[src/rtl/ascii_hex_parser.sv]
// Streaming ASCII hex token parser: delimiter-separated hex digits -> WIDTH-bit values.
// Define ASCII_HEX_PREFIX_EN to accept a "0x"/"0X" prefix on tokens.
module ascii_hex_parser #(
  parameter int unsigned WIDTH = 32,
  parameter int unsigned CW    = $clog2(WIDTH/4+1)+1
) (
  input  logic             clk,
  input  logic             rst_n,
  input  logic             in_valid,
  input  logic [7:0]       in_data,
  output logic             in_ready,
  output logic             out_valid,
  input  logic             out_ready,
  output logic [WIDTH-1:0] out_value,
  output logic [CW-1:0]    out_ndigits,
  output logic             out_overflow,
  output logic             err
);

  localparam int unsigned NIB = WIDTH/4;

  localparam logic [1:0] IDLE = 2'd0;
  localparam logic [1:0] ACC  = 2'd1;
  localparam logic [1:0] SKIP = 2'd2;
  localparam logic [1:0] HOLD = 2'd3;

  logic [1:0]       state, state_n;
  logic [WIDTH-1:0] acc, acc_n;
  logic [CW-1:0]    ndig, ndig_n;
  logic             ovf, ovf_n;
  logic [WIDTH-1:0] value_n;
  logic [CW-1:0]    nd_out_n;
  logic             ovf_out_n;
  logic             err_n;
  logic             accept;
  logic             is_digit;
  logic             is_delim;
  logic [3:0]       nib;
`ifdef ASCII_HEX_PREFIX_EN
  logic             pfx, pfx_n;
  logic             is_x;

  assign is_x = (in_data == 8'h78) || (in_data == 8'h58);
`endif

  assign accept   = in_valid && in_ready;
  assign is_delim = (in_data == 8'h20) || (in_data == 8'h09) || (in_data == 8'h0A) ||
                    (in_data == 8'h0D) || (in_data == 8'h2C);

  // Character classification and nibble decode
  always_comb begin
    is_digit = 1'b0;
    nib      = 4'd0;
    if (in_data >= 8'h30 && in_data <= 8'h39) begin
      is_digit = 1'b1;
      nib      = 4'(in_data - 8'h30);
    end else if (in_data >= 8'h41 && in_data <= 8'h46) begin
      is_digit = 1'b1;
      nib      = 4'(in_data - 8'h37);
    end else if (in_data >= 8'h61 && in_data <= 8'h66) begin
      is_digit = 1'b1;
      nib      = 4'(in_data - 8'h57);
    end
  end

  always_ff @(posedge clk or negedge rst_n) begin
    if (!rst_n) state <= IDLE;
    else        state <= state_n;
  end

  always_comb begin
    state_n   = state;
    acc_n     = acc;
    ndig_n    = ndig;
    ovf_n     = ovf;
    value_n   = out_value;
    nd_out_n  = out_ndigits;
    ovf_out_n = out_overflow;
    err_n     = 1'b0;
`ifdef ASCII_HEX_PREFIX_EN
    pfx_n     = pfx;
`endif
    case (state)
      IDLE: begin
        if (accept) begin
          if (is_digit) begin
            acc_n   = WIDTH'(nib);
            ndig_n  = CW'(1);
            ovf_n   = 1'b0;
`ifdef ASCII_HEX_PREFIX_EN
            pfx_n   = 1'b0;
`endif
            state_n = ACC;
          end else if (!is_delim) begin
            err_n   = 1'b1;
            state_n = SKIP;
          end
        end
      end
      ACC: begin
        if (accept) begin
          if (is_digit) begin
            acc_n = (acc << 4) | WIDTH'(nib);
            if (ndig != {CW{1'b1}}) ndig_n = ndig + CW'(1);
            // a nonzero digit is about to fall off the top of the accumulator
            if (ndig >= CW'(NIB) && acc[WIDTH-1 -: 4] != 4'd0) ovf_n = 1'b1;
          end else if (is_delim) begin
`ifdef ASCII_HEX_PREFIX_EN
            if (pfx && ndig == '0) begin
              err_n   = 1'b1;
              state_n = IDLE;
            end else
`endif
            begin
              value_n   = acc;
              nd_out_n  = ndig;
              ovf_out_n = ovf;
              state_n   = HOLD;
            end
          end
`ifdef ASCII_HEX_PREFIX_EN
          else if (is_x && !pfx && ndig == CW'(1) && acc == '0) begin
            pfx_n  = 1'b1;
            ndig_n = '0;
          end
`endif
          else begin
            err_n   = 1'b1;
            state_n = SKIP;
          end
        end
      end
      SKIP: begin
        if (accept && is_delim) state_n = IDLE;
      end
      HOLD: begin
        if (out_valid && out_ready) state_n = IDLE;
      end
      default: state_n = IDLE;
    endcase
  end

  always_ff @(posedge clk or negedge rst_n) begin
    if (!rst_n) begin
      acc          <= '0;
      ndig         <= '0;
      ovf          <= 1'b0;
      out_value    <= '0;
      out_ndigits  <= '0;
      out_overflow <= 1'b0;
      out_valid    <= 1'b0;
      in_ready     <= 1'b1;
      err          <= 1'b0;
`ifdef ASCII_HEX_PREFIX_EN
      pfx          <= 1'b0;
`endif
    end else begin
      acc          <= acc_n;
      ndig         <= ndig_n;
      ovf          <= ovf_n;
      out_value    <= value_n;
      out_ndigits  <= nd_out_n;
      out_overflow <= ovf_out_n;
      out_valid    <= (state_n == HOLD);
      in_ready     <= (state_n != HOLD);
      err          <= err_n;
`ifdef ASCII_HEX_PREFIX_EN
      pfx          <= pfx_n;
`endif
    end
  end

endmodule

[config.mk]
export PLATFORM = sky130hd
export DESIGN_NAME = ascii_hex_parser
export DESIGN_NICKNAME = d
export VERILOG_FILES = /design/src/rtl/ascii_hex_parser.sv
export SDC_FILE = /design/constraint.sdc
export NUM_CORES = 1
export LEC_CHECK = 0
export CELL_PAD_IN_SITES_DETAIL_PLACEMENT = 0
export CELL_PAD_IN_SITES_GLOBAL_PLACEMENT = 1
export CORE_MARGIN = 2
export CORE_UTILIZATION = 45
export CTS_CLUSTER_SIZE = 25
export DETAILED_ROUTE_END_ITERATION = 16
export DONT_BUFFER_PORTS = 1
export GPL_ROUTABILITY_DRIVEN = 0
export PLACE_DENSITY_LB_ADDON = 0.25
export SETUP_SLACK_MARGIN = 0.2
export SKIP_LAST_GASP = 1
export SYNTH_ARGS = -nofsm -noshare
export SYNTH_HDL_FRONTEND = slang
export SYNTH_SLANG_ARGS = --single-unit
[constraint.sdc]
create_clock -name clk -period 1.5 [get_ports clk]
set_input_delay 0.3 -clock clk [delete_from_list [all_inputs] [get_ports clk]]
set_output_delay 0.3 -clock clk [all_outputs]
set_load 0.01 [all_outputs]
Word-level counts from Yosys, hierarchy flattened:

Cells that the tools add are included.

* register bits after elaboration: 81
* bits in latches: 0
* memory bits (writable): 0
* ROM bits: 0
* bits of input ports: 12
* output and inout bits: 41
* word-level logic and storage cells: 95
* memories kept: 0

* add/subtract/negate cells: 4
* multipliers: 0
* div/mod/pow operators: 0
* $lt $le $gt $ge: 7
* eq/ne operators: 17
* shift-type cells: 0
* muxes and demuxes: 36
* bitwise operators: 2
* reductions and logical operators: 19

Operator list (count)
* 2-to-1 mux 32 bit: 4
* one-hot mux 32 bit (2 select lines): 1
* bitwise OR 32 x 4 -> 32 bit: 1
* 2-to-1 mux 5 bit: 5
* equality test 8 x 4 -> 1 bit (second input constant): 3
* equality test 8 x 6 -> 1 bit (second input constant): 2
* greater-or-equal comparator 8 x 7 -> 1 bit (second input constant): 2
* less-or-equal comparator 8 x 7 -> 1 bit (second input constant): 2
* 2-to-1 mux 2 bit: 7
* inequality test 2 bit (second input constant): 7
* 2-to-1 mux 1 bit: 13
* 2-to-1 mux 4 bit: 3
* AND reduction 6 bit: 2
* one-hot mux 5 bit (2 select lines): 1
* greater-or-equal comparator 8 x 6 -> 1 bit (second input constant): 1
* less-or-equal comparator 8 x 6 -> 1 bit (second input constant): 1
* one-hot mux 2 bit (4 select lines): 1
* subtractor 4 x 3 -> 4 bit (second input constant): 2
* logical AND 1 bit: 7
* equality test 2 bit (second input constant): 3
* adder 5 x 1 -> 5 bit (second input constant): 1
* greater-or-equal comparator 5 x 4 -> 1 bit (second input constant): 1
* inequality test 5 bit (second input constant): 1
* AND reduction 5 bit: 1
* other kinds (10): 13

Depth between registers and ports, before layout:

* depth after elaboration: 10
* gate-level depth with buffers: 9
* mapped depth without buffers: 7

Worst setup path after synthesis:

No wires, ideal clock.

* path type: input port to flip-flop
* start: input port in_data[0]
* end: register ndig[3]
* arrival time: 1.604 ns
* setup slack: -0.244 ns
* cell stages on the path: 8
* cell sequence: inv_1 ha_1 or3b_2 nand3_1 a211o_1 buf_6 buf_4 o221ai_1

* word-level cells in the longest chain between the ends: 7
* elaborated cells between the ends (all ways): 15

RTL lines
* from (decl): line 10 `input logic [7:0] in_data,`
* greater-or-equal comparator 8 x 7 -> 1 bit or less-or-equal comparator 8 x 7 -> 1 bit (tied branches): line 60 `end else if (in_data >= 8'h61 && in_data <= 8'h66) begin`
* logical AND 1 bit: line 60
* 2-to-1 mux 1 bit: line 60
* 2-to-1 mux 1 bit: line 57 `end else if (in_data >= 8'h41 && in_data <= 8'h46) begin`
* 2-to-1 mux 1 bit *: line 54 `if (in_data >= 8'h30 && in_data <= 8'h39) begin`
* inequality test 2 bit (no source line)
* AND reduction 6 bit (no source line) *
* to (signal assigned): line 159 `ndig <= ndig_n;`
* to (decl): line 29 `logic [CW-1:0] ndig, ndig_n;`

Every way passes the cells marked *; elsewhere a longest branch is shown, timed or not.
A chain may end at the register's enable or synchronous reset.

Worst setup path in the final report:

* start: register state[1]
* end: register out_value[20]

* word-level cells in the longest chain between the ends: 2

RTL lines
* from (decl): line 27 `logic [1:0] state, state_n;`
* from (signal assigned): line 68 `else state <= state_n;`
* equality test 2 x 1 -> 1 bit: line 83 `case (state)`
* AND reduction 4 bit (no source line)
* to (signal assigned): line 161 `out_value <= value_n;`
* to (decl): line 14 `output logic [WIDTH-1:0] out_value,`

No other way between the ends.

==> impl_metrics.toml <==
[logic_synthesis]
synthesis.area_um2 = 3470
synth-edff-count = 0
synth_nets = 321
ys_ff_latch = 81
ys_async_sr_fraction = 1.00
yosysUniqueCellTypes = 41
synth_common_cells = "dfrtp_1, nand2_1, o21ai_0, mux2_1, mux2_2"
synth_top_area_frac = 0.577
yosys_warnings = 0
seq_area_frac_synth = 0.584
yosysMostFrequentCell = "dfrtp_1"
ys_top_cells_by_area = "dfrtp_1, nand2_1, mux2_1"
syn_inst = 303
synthFlopType = "dfrtp_1"
synth_area_leader_cell = "dfrtp_1"
avgSynthCellArea_um2 = 11.5

[layout]
area_growth_pct = 18.9
nets = 344
diodes = 0
fin_cells = 431
drive_gt1_frac = 0.304
fillers = 665
fin_util = 0.543

[clocking]
cts_root_buffer = "clkbuf_8"
htree_levels = 3
cts_tree = "yes"
clock_path_buffers = 2
cts.clk_slew.worst_paths_ns = 0.08
insertion_delay_ns = 0.34
cts_buffers = 9
clock_sinks = 81

[placement]
place_ws_ns = -0.259
hpwlAfterDp_mm = 4.44
dp.cells = 411
io_buffers = 0

[global_route]
grt_max_degree = 82
grt_pass1_wl_mm = 11.2
grt.total_usage = 0.169
antenna_found_initial = 0
grt_pass1_vias = 2314
grt.overflow.total = 0

[floorplanning]
start_util = 0.456
ios = 53
fp.dieH_um = 91.8
dieArea_um2 = 8430
die_x_um = 91.8
core_area_um2 = 7610
fp-row-count = 32

[worst_setup_path]
worst_path_largest_cell_delay_ns = 0.43
worst_setup_path_end_kind = "flip-flop"
critPathKind = "reg2reg"
crit_family = "flip-flops"
cp.required_ns = 1.73
startpoint_type = "flip-flop"
cp_cell_sequence = "nor2_4 -> nand4_1 -> o21bai_4 -> buf_12 -> mux2_1"
cp_num_buf_inv = 1
regToRegSetupSlack_ns = 0.01
slowest_stage = "dfrtp_1"
critPathArrivalTime_ns = 1.72
cp_max_fo = 13

[status]
run_status = "finished with violations"
violations = "negative hold slack"

[power_and_ir_drop]
internal-power_mw = 3.13
p_per_area_nw_per_um2 = 996
pwr-share-comb = 0.110
ir_worst_vdd_mv = 0.466
switching_share = 0.239
power_leakage_nw = 1.92
power.switching_mw = 0.982
power_frac_seq = 0.549
clockPowerShare = 0.341

[detailed_routing]
finalWirelength_mm = 6.78
drc_errors = 0
vias_per_cell = 5.18
wire_per_inst_um = 15.7
first_pass_iters = 4
ant_nets = 0
vias = 2234
first_iter_violations = 90

[sta]
worstMarginPinSlew_ns = 0.353
rsz0062_at_grt = "true"
min_period_over_period = 0.993
slew_headroom = 0.762
hold_violations = 81
timing.hold.ws_ns = -0.355
max_freq_mhz = 671
fin_skew_ns = 0.00673
setup_viol = 0
final.setup.worst_slack_ns = 0.0107
drv_slew = 0
min_period_ns = 1.49

[min_path]
hold_class = "in2async"

[flow_run]
cap_violations = 0
==> worst register-to-register path, stage by stage, from the launching register on <==
cell,delay (ns)
dfrtp_1,0.43
nor2_4,0.11
nand4_1,0.10
o21bai_4,0.24
buf_12,0.18
mux2_1,0.32
==> cells by family after synthesis <==
| group | count (synthesis) | synth area share |
|---|---|---|
| flops | 81 | 0.584 |
| buf+inv | 23 | 0.0407 |
| compound gates | 51 | 0.0919 |
| fa+ha+maj | 6 | 0.0216 |
| mux | 39 | 0.126 |
| simple gates | 100 | 0.128 |
| xor+xnor | 3 | 0.00757 |
==> sequential cells by signal, summed over array words and instances (netlist names) <==
register / count
acc: 32
state: 2
out_overflow: 1
ovf: 1
ndig: 5
out_value: 32
in_ready: 1
out_ndigits: 5
err: 1
out_valid: 1
==> final timing paths <==
check | from | to | depth (start not counted)
min in group clk | in_data[3] | acc[3] | 2
min reg2reg | acc[14] | acc[14] | 2
max reg2reg | state[1] | out_value[20] | 5
max | state[1] | out_value[20] | 5
max in group asynchronous | rst_n | in_ready | 0
min | rst_n | out_value[9] | 0
==> layer usage <==
layer,up-vias,part of all wire,GRT usage
li1,1087,-,-
met1,1089,0.47,0.222
met2,50,0.46,0.254
met3,8,0.059,0.0657
met4,0,0.014,0.0585
met5,-,0,0
==> per-stage QoR <==
| stage | instance area (um2) | hold slack [ns] | TNS, ns | power (mW) |
|---|---|---|---|---|
| 3_5_place_dp | 3770 | 0.00680 | -15.82 | 2.62 |
| 6_report | 4130 | -0.355 | 0 | 4.11 |
| 4_1_cts | 4050 | -0.369 | -0.0693 | 4.15 |
| 2_1_floorplan | 3570 | 0.00441 | -8.34 | 2.48 |
| 3_3_place_gp | 3770 | 0.00740 | -14.44 | 2.61 |
| 5_1_grt | 4130 | -0.381 | -1.39 | 4.31 |
==> power by group through the flow <==
stage               logic [mW]  registers [mW]  clock network [mW]
floorplan                0.178            2.30                   0
global placement         0.314            2.30                   0
detailed placement       0.320            2.30                   0
CTS                      0.433            2.26                1.45
global route             0.504            2.26                1.54
finish                   0.452            2.26                1.40
==> timing repair <==
| action | 4_1_cts | 5_1_grt |
|---|---|---|
| resized for setup | 20 | 14 |
| setup endpoints to repair | 77 | 81 |
| cloned | 1 | 2 |
| endpoints found under the hold margin | 81 | 81 |
| pin swaps | 6 | 4 |
| setup buffers | 2 | 1 |
==> area by class of cell <==
type,count,area [um2],area share
sequential,81,2030,0.491
multi-input combinational,199,1490,0.361
timing repair buffer,29,279,0.0676
clock buffer,11,151,0.0367
tap,102,128,0.0309
inverter,6,35.0,0.00849
clock inverter,3,17.5,0.00424
==> cells in the final DEF, fill, tap and decap left out, types with 2 or more instances in the layout <==
cell / n
clkbuf_8: 11
o21bai_1: 2
dfrtp_1: 80
ha_2: 3
nand3_1: 4
o21ai_1: 12
buf_6: 7
and3_1: 2
mux2_1: 8
nand4_1: 2
o21ai_0: 21
nor4_2: 2
mux2_4: 12
nor3_1: 2
nand2_1: 71
xnor2_1: 2
nand3b_1: 2
mux2_2: 18
nor2_1: 2
buf_4: 18
ha_4: 2
a21oi_1: 2
nor2_4: 2
inv_2: 2
clkinv_2: 2
inv_1: 3
(Power assumes the default switching activity.)
